<file path="src/rtl/cmt_queue.sv">
`timescale 1ns/1ps
// Multi-lane difftest commit unit: buffers retired groups in a FIFO and drains them in
// program order onto registered commit lanes, with trap latching, counters and a watchdog.
module cmt_queue #(
    parameter int NCMT    = 2,
    parameter int DEPTH   = 8,
    parameter int XLEN    = 64,
    parameter int TIMEOUT = 4096
) (
    input  logic                 clk,
    input  logic                 rst,
    input  logic [NCMT-1:0]      i_valid,
    input  logic [NCMT*XLEN-1:0] i_pc,
    input  logic [NCMT*32-1:0]   i_inst,
    input  logic [NCMT*5-1:0]    i_rd,
    input  logic [NCMT-1:0]      i_rd_wen,
    input  logic [NCMT*XLEN-1:0] i_rd_wdata,
    input  logic [NCMT-1:0]      i_skip,
    input  logic [XLEN-1:0]      i_a0,
    input  logic                 i_out_stall,
    output logic                 o_ready,
    output logic [NCMT-1:0]      o_cmt_valid,
    output logic [NCMT*XLEN-1:0] o_cmt_pc,
    output logic [NCMT*32-1:0]   o_cmt_inst,
    output logic [NCMT*8-1:0]    o_cmt_wdest,
    output logic [NCMT-1:0]      o_cmt_wen,
    output logic [NCMT*XLEN-1:0] o_cmt_wdata,
    output logic [NCMT-1:0]      o_cmt_skip,
    output logic                 o_trap,
    output logic [7:0]           o_trap_code,
    output logic [XLEN-1:0]      o_trap_pc,
    output logic [63:0]          o_cycle_cnt,
    output logic [63:0]          o_instr_cnt,
    output logic                 o_overflow,
    output logic                 o_order_err
);
    localparam int AW = $clog2(DEPTH);
    localparam int CW = AW + 1;
    localparam int WW = $clog2(TIMEOUT + 1);
    localparam logic [6:0] TRAP_OP = 7'h6b;

    logic [XLEN-1:0] mem_pc    [DEPTH];
    logic [31:0]     mem_inst  [DEPTH];
    logic [4:0]      mem_rd    [DEPTH];
    logic            mem_wen   [DEPTH];
    logic [XLEN-1:0] mem_wdata [DEPTH];
    logic            mem_skip  [DEPTH];
    logic [7:0]      mem_code  [DEPTH];

    logic [AW-1:0]      wr_ptr_q, rd_ptr_q;
    logic [CW-1:0]      count_q;
    logic               trap_enq_q, trap_q, overflow_q, order_q;
    logic [7:0]         trap_code_q;
    logic [XLEN-1:0]    trap_pc_q, last_pc_q;
    logic [63:0]        cycle_q, instr_q;
    logic [WW-1:0]      wdog_q;
    logic [NCMT-1:0]    valid_q, wen_q, skip_q;
    logic [NCMT*XLEN-1:0] pc_q, wdata_q;
    logic [NCMT*32-1:0] inst_q;
    logic [NCMT*8-1:0]  wdest_q;

    logic [AW-1:0]      wr_idx [NCMT];
    logic [AW-1:0]      rd_idx [NCMT];
    logic [NCMT-1:0]    in_trap, ent_trap, take;
    logic [NCMT-1:0]    valid_d, wen_d, skip_d;
    logic [NCMT*XLEN-1:0] pc_d, wdata_d;
    logic [NCMT*32-1:0] inst_d;
    logic [NCMT*8-1:0]  wdest_d;
    logic [CW-1:0]      n_enq, n_deq;
    logic               enq_stop, deq_stop, grp_trap, deq_trap, gap;
    logic [7:0]         deq_code;
    logic [XLEN-1:0]    deq_pc, deq_last_pc;
    logic               unused_a0;

    assign unused_a0 = ^i_a0[XLEN-1:8];
    // A set bit above a clear bit means the valid lanes are not a prefix from lane 0.
    assign gap       = |(i_valid & (i_valid + NCMT'(1)));
    assign o_ready   = (CW'(DEPTH) - count_q >= CW'(NCMT)) && !trap_enq_q && !trap_q;

    genvar gi;
    generate
        for (gi = 0; gi < NCMT; gi++) begin : g_lane
            assign wr_idx[gi]   = wr_ptr_q + AW'(gi);
            assign rd_idx[gi]   = rd_ptr_q + AW'(gi);
            assign in_trap[gi]  = i_inst[gi*32 +: 7] == TRAP_OP;
            assign ent_trap[gi] = mem_inst[rd_idx[gi]][6:0] == TRAP_OP;
            assign pc_d[gi*XLEN +: XLEN]    = valid_d[gi] ? mem_pc[rd_idx[gi]] : '0;
            assign inst_d[gi*32 +: 32]      = valid_d[gi] ? mem_inst[rd_idx[gi]] : '0;
            assign wdest_d[gi*8 +: 8]       = valid_d[gi] ? {3'b000, mem_rd[rd_idx[gi]]} : 8'h00;
            assign wen_d[gi]                = valid_d[gi] & mem_wen[rd_idx[gi]];
            assign wdata_d[gi*XLEN +: XLEN] = valid_d[gi] ? mem_wdata[rd_idx[gi]] : '0;
            assign skip_d[gi]               = valid_d[gi] & mem_skip[rd_idx[gi]];
        end
    endgenerate

    // Enqueue the contiguous valid prefix, stopping after a trap lane.
    always_comb begin
        take     = '0;
        n_enq    = '0;
        grp_trap = 1'b0;
        enq_stop = ~o_ready;
        for (int k = 0; k < NCMT; k++) begin
            if (!enq_stop && i_valid[k]) begin
                take[k] = 1'b1;
                n_enq   = n_enq + CW'(1);
                if (in_trap[k]) begin
                    grp_trap = 1'b1;
                    enq_stop = 1'b1;
                end
            end else begin
                enq_stop = 1'b1;
            end
        end
    end

    // Dequeue up to NCMT entries present before the edge; a trap entry ends the group.
    always_comb begin
        valid_d     = '0;
        n_deq       = '0;
        deq_trap    = 1'b0;
        deq_code    = 8'h00;
        deq_pc      = '0;
        deq_last_pc = last_pc_q;
        deq_stop    = i_out_stall | trap_q;
        for (int k = 0; k < NCMT; k++) begin
            if (!deq_stop && CW'(k) < count_q) begin
                valid_d[k]  = 1'b1;
                n_deq       = n_deq + CW'(1);
                deq_last_pc = mem_pc[rd_idx[k]];
                if (ent_trap[k]) begin
                    deq_trap = 1'b1;
                    deq_code = mem_code[rd_idx[k]];
                    deq_pc   = mem_pc[rd_idx[k]];
                    deq_stop = 1'b1;
                end
            end else begin
                deq_stop = 1'b1;
            end
        end
    end

    always_ff @(posedge clk) begin
        for (int k = 0; k < NCMT; k++) begin
            if (take[k]) begin
                mem_pc[wr_idx[k]]    <= i_pc[k*XLEN +: XLEN];
                mem_inst[wr_idx[k]]  <= i_inst[k*32 +: 32];
                mem_rd[wr_idx[k]]    <= i_rd[k*5 +: 5];
                mem_wen[wr_idx[k]]   <= i_rd_wen[k];
                mem_wdata[wr_idx[k]] <= i_rd_wdata[k*XLEN +: XLEN];
                mem_skip[wr_idx[k]]  <= i_skip[k];
                mem_code[wr_idx[k]]  <= i_a0[7:0];
            end
        end
    end

    always_ff @(posedge clk or negedge rst) begin
        if (!rst) begin
            wr_ptr_q    <= '0;
            rd_ptr_q    <= '0;
            count_q     <= '0;
            trap_enq_q  <= 1'b0;
            trap_q      <= 1'b0;
            overflow_q  <= 1'b0;
            order_q     <= 1'b0;
            trap_code_q <= 8'h00;
            trap_pc_q   <= '0;
            last_pc_q   <= '0;
            cycle_q     <= '0;
            instr_q     <= '0;
            wdog_q      <= '0;
            valid_q     <= '0;
            pc_q        <= '0;
            inst_q      <= '0;
            wdest_q     <= '0;
            wen_q       <= '0;
            wdata_q     <= '0;
            skip_q      <= '0;
        end else if (!trap_q) begin
            cycle_q    <= cycle_q + 64'd1;
            overflow_q <= overflow_q | ((|i_valid) & ~o_ready);
            order_q    <= order_q | gap;
            trap_enq_q <= trap_enq_q | grp_trap;
            wr_ptr_q   <= wr_ptr_q + n_enq[AW-1:0];
            rd_ptr_q   <= rd_ptr_q + n_deq[AW-1:0];
            count_q    <= deq_trap ? '0 : count_q + n_enq - n_deq;
            last_pc_q  <= deq_last_pc;
            if (!i_out_stall) begin
                valid_q <= valid_d;
                pc_q    <= pc_d;
                inst_q  <= inst_d;
                wdest_q <= wdest_d;
                wen_q   <= wen_d;
                wdata_q <= wdata_d;
                skip_q  <= skip_d;
                instr_q <= instr_q + 64'(n_deq);
            end
            if (deq_trap) begin
                trap_q      <= 1'b1;
                trap_code_q <= deq_code;
                trap_pc_q   <= deq_pc;
            end
            if (n_deq != '0) begin
                wdog_q <= '0;
            end else if (wdog_q == WW'(TIMEOUT - 1)) begin
                wdog_q      <= WW'(TIMEOUT);
                trap_q      <= 1'b1;
                trap_code_q <= 8'hFF;
                trap_pc_q   <= last_pc_q;
            end else begin
                wdog_q <= wdog_q + WW'(1);
            end
        end
    end

    assign o_cmt_valid = valid_q;
    assign o_cmt_pc    = pc_q;
    assign o_cmt_inst  = inst_q;
    assign o_cmt_wdest = wdest_q;
    assign o_cmt_wen   = wen_q;
    assign o_cmt_wdata = wdata_q;
    assign o_cmt_skip  = skip_q;
    assign o_trap      = trap_q;
    assign o_trap_code = trap_code_q;
    assign o_trap_pc   = trap_pc_q;
    assign o_cycle_cnt = cycle_q;
    assign o_instr_cnt = instr_q;
    assign o_overflow  = overflow_q;
    assign o_order_err = order_q;
endmodule

</file>
<file path="config.mk">
export PLATFORM = sky130hd
export DESIGN_NAME = cmt_queue
export DESIGN_NICKNAME = d
export VERILOG_FILES = /design/src/rtl/cmt_queue.sv
export SDC_FILE = /design/constraint.sdc
export NUM_CORES = 2
export LEC_CHECK = 0
export BUFFER_PORTS_ARGS = -buffer_cell sky130_fd_sc_hd__buf_4
export CORE_MARGIN = 2
export CORE_UTILIZATION = 54
export DETAILED_ROUTE_END_ITERATION = 10
export HOLD_SLACK_MARGIN = 0.03
export PLACE_DENSITY = 0.76
export SKIP_LAST_GASP = 1
export SLEW_MARGIN = 5
export SYNTH_ARGS = -nofsm -noshare
export SYNTH_HDL_FRONTEND = slang
export SYNTH_SLANG_ARGS = --single-unit
</file>
<file path="constraint.sdc">
create_clock -name clk -period 21.7 [get_ports clk]
set_clock_uncertainty 0.15 [all_clocks]
set_input_delay 1.085 -clock clk [delete_from_list [all_inputs] [get_ports clk]]
set_output_delay 1.085 -clock clk [all_outputs]
set_load 0.01 [all_outputs]
</file>
==> run_results.csv <==
group,metric,value,unit
floorplanning,pin_count,949,
detailed_routing,dr.pass1.iters,7,
layout,final_common_cell,"edfxtp_1",
critical_path,worstPathArrival,8.05,ns
critical_path,cp-end-kind,"flip-flop",
critical_path,critPathRequiredTime,22.34,ns
detailed_routing,via_per_inst,6.72,
job,maxCapViolations,0,
layout,fin_util,0.627,
logic_synthesis,syn-instance-count,6624,
critical_path,critPathMaxFanout,136,
detailed_routing,wl_per_cell,31.5,um
worst_hold_path,hold_class,"in2async",
detailed_routing,wl,319,mm
timing,whs,0.0790,ns
clocking,postCtsHoldBufs,0,
timing,hold_viol_final,0,
timing,rsz0062_at_grt,"false",
grt,grt_pass1_wl,465,mm
timing,slew_headroom,0.152,
grt,grt_pass1_vias,69200,
grt,track_usage,0.321,
power,p_leak,45.1,nW
layout,multi_input_area,0.0443,sq mm
detailed_routing,antenna_left,0,
timing,fin_tns_setup,0,ns
layout,final_nets,7767,
layout,ff_latch_area,0.0577,sq mm
floorplanning,rows,161,
power,power.total,8.41,mW
detailed_routing,highest_layer,"met5",
detailed_routing,wl_met3,31.9,mm
timing,worst_pin_slew,1.27,ns
timing,min_period,7.41,ns
clocking,cts_buffers,212,
clocking,insertion_delay,0.89,ns
grt,antenna_found_initial,84,
detailed_routing,drtIter0Drc,7186,
logic_synthesis,synth_async_sr_flop_share,0.309,
clocking,clockBufferDepth,3,
logic_synthesis,yosysSeqAreaShare,0.554,
clocking,cts.clk_slew.worst_paths,0.06,ns
detailed_routing,vias,68000,
power,powerDensity,69.9,mW/mm^2
placement,place.port_buffers,886,
logic_synthesis,synth-seq-cells,2027,
floorplanning,die_width,443,um
critical_path,reg2reg_depth,18,
clocking,cts_tree,"done",
logic_synthesis,synth_ff_type,"edfxtp_1",
logic_synthesis,syn_area,0.104,sq mm
clocking,h-tree-depth,4,
logic_synthesis,ys.warnings.count,0,
detailed_routing,met2WireLength,154,mm
detailed_routing,drt-met1-wl,114,mm
clocking,cts.sinks,2027,
logic_synthesis,synth.distinct_cells,66,
power,peakVddDrop,74.8,uV
timing,drv_slew,0,
layout,drive_above_1_share,0.450,
floorplanning,dieArea,0.196,sq mm
clocking,root_buffer,"clkbuf_16",
logic_synthesis,synth.avg_cell_area,15.7,sq um
layout,num-fill-cells,13900,
critical_path,start_kind,"flip-flop",
floorplanning,core-area,0.192,sq mm
layout,area_delta_synth_final,15.5,%
timing,post-route-period-util,0.341,
grt,grt_max_degree,163,
logic_synthesis,synth_edf_count,1400,
grt,overflow,0,
floorplanning,initial_core_util,0.542,
layout,layout_common_cells,"edfxtp_1 (1400), mux2_2 (1341), buf_4 (982)",
clocking,cts_setup_buffers,0,
placement,place_congestion,0.882,
placement,dp.final_hpwl,187,mm
clocking,cts_resized,0,
floorplanning,dieHeight,443,um
critical_path,worstSetupPathType,"reg2reg",
timing,setup-violations-final,0,
timing,max_freq,135,MHz
detailed_routing,remaining_drc_errors,0,
outcome,status,"finished clean",
==> synthesized netlist by cell type (5+ instances only) <==
cell | instances | area [sq um]
mux4_1 | 9 | 236
dfrtp_1 | 627 | 15700
nor2_1 | 196 | 736
edfxtp_1 | 1400 | 42000
a221oi_1 | 27 | 236
fa_1 | 5 | 100
o21ai_1 | 14 | 70.1
buf_6 | 5 | 56.3
xor2_1 | 47 | 412
o22ai_1 | 25 | 156
nand3_1 | 62 | 310
a22oi_1 | 37 | 278
a221o_1 | 49 | 490
and4_1 | 23 | 201
and3_1 | 23 | 144
buf_4 | 8 | 60.1
and2_1 | 12 | 75.1
mux2i_1 | 349 | 3490
nor4_1 | 8 | 50.1
xnor2_1 | 90 | 788
inv_1 | 42 | 158
a222oi_1 | 9 | 90.1
buf_2 | 178 | 891
a21o_1 | 118 | 886
o22a_1 | 15 | 131
mux2_2 | 1341 | 15100
nand4_1 | 27 | 169
clkbuf_1 | 209 | 785
nand2_1 | 415 | 1560
o2111ai_1 | 6 | 52.6
o21ai_0 | 276 | 1380
a21oi_1 | 28 | 140
o31ai_1 | 11 | 82.6
mux4_2 | 687 | 15500
o32a_1 | 15 | 150
o22ai_2 | 9 | 113
nand2b_1 | 7 | 43.8
ha_1 | 17 | 213
nor3_1 | 51 | 255
nand4b_1 | 8 | 70.1
buf_1 | 97 | 364
==> logic make-up after synthesis <==
| logic type | share of synthesized area |
|---|---|
| other | 0.0000360 |
| and+or+nand+nor | 0.0369 |
| muxes | 0.329 |
| AOI/OAI and AO/OA | 0.0418 |
| xor gates and xnor gates | 0.0117 |
| buffers and inverters | 0.0228 |
| DFF | 0.554 |
| adders and majority gates | 0.00300 |
==> worst max-delay path, stage by stage (launching register included) <==
cell	delay, ns
dfrtp_4	0.82
buf_12	0.76
mux4_1	0.73
nand4_1	0.13
o22a_1	0.15
buf_4	0.29
nand2b_4	0.35
inv_1	0.14
buf_4	0.38
ha_1	0.29
ha_1	0.22
inv_1	0.07
fa_1	0.44
nor3_1	0.34
nand3_1	0.28
or4_1	0.67
or4_1	0.70
nor2_1	0.18
xor2_1	0.17
==> final cells by class <==
type	instances	share of cell area
Inverter	42	0.00131
Tap cell	2526	0.0263
Clock buffer	319	0.0515
Antenna cell	58	0.00121
Timing Repair Buffer	999	0.0641
Sequential cell	2027	0.480
Multi-Input combinational cell	4060	0.369
Clock inverter	85	0.00711
==> flip-flops by register name, summed over array words and instances (netlist names), 4 cells and up <==
register and count:
o_cmt_wdata 128, last_pc_q 64, mem_code 64, o_cmt_pc 128, o_trap_pc 64, o_cmt_wdest 10
mem_skip 8, mem_inst 256, mem_wdata 512, mem_pc 512, o_cycle_cnt 64, o_instr_cnt 64
count_q 4, o_trap_code 8, o_cmt_inst 64, mem_rd 40, mem_wen 8, wdog_q 13
==> layer usage <==
metal / global-route usage / up-vias
met2: 0.510 / 3767
met4: 0.189 / 46
li1: - / 27900
met3: 0.0751 / 779
met1: 0.404 / 35500
met5: 0 / -
==> worst paths after layout <==
check | slack (ns) | start | end
worst min register to register | 0.31 | o_order_err$_DFFE_PN0N_ | o_order_err$_DFFE_PN0N_
max in group asynchronous | 17.35 | rst | o_cmt_pc[80]$_DFFE_PN0P_
worst max register to register | 14.29 | rd_ptr_q[0]$_DFFE_PN0N_ | o_instr_cnt[60]$_DFFE_PN0P_
min in group clk | 0.31 | i_a0[0] | mem_code[7][0]$_DFFE_PP_
worst max-delay path | 14.29 | rd_ptr_q[0]$_DFFE_PN0N_ | o_instr_cnt[60]$_DFFE_PN0P_
worst min-delay path | 0.08 | rst | o_instr_cnt[54]$_DFFE_PN0P_
==> through the flow <==
stage | std cells | setup slack (ns) | instance area [sq um]
floorplan | 6629 | 1.45 | 104000
global placement | 9654 | 14.22 | 113000
detailed placement | 9654 | 14.17 | 113000
CTS | 10100 | 14.21 | 120000
global route | 10100 | 13.86 | 120000
finish | 10100 | 14.29 | 120000
==> report_power, final <==
part | internal [mW] | switching, mW | leakage (nW)
registers | 4.17 | 0.0232 | 20.5
clock network | 2.07 | 1.59 | 3.45
logic | 0.282 | 0.265 | 21.1
total | 6.53 | 1.88 | 45.1
Note: power is estimated with default switching activity, not from simulation.
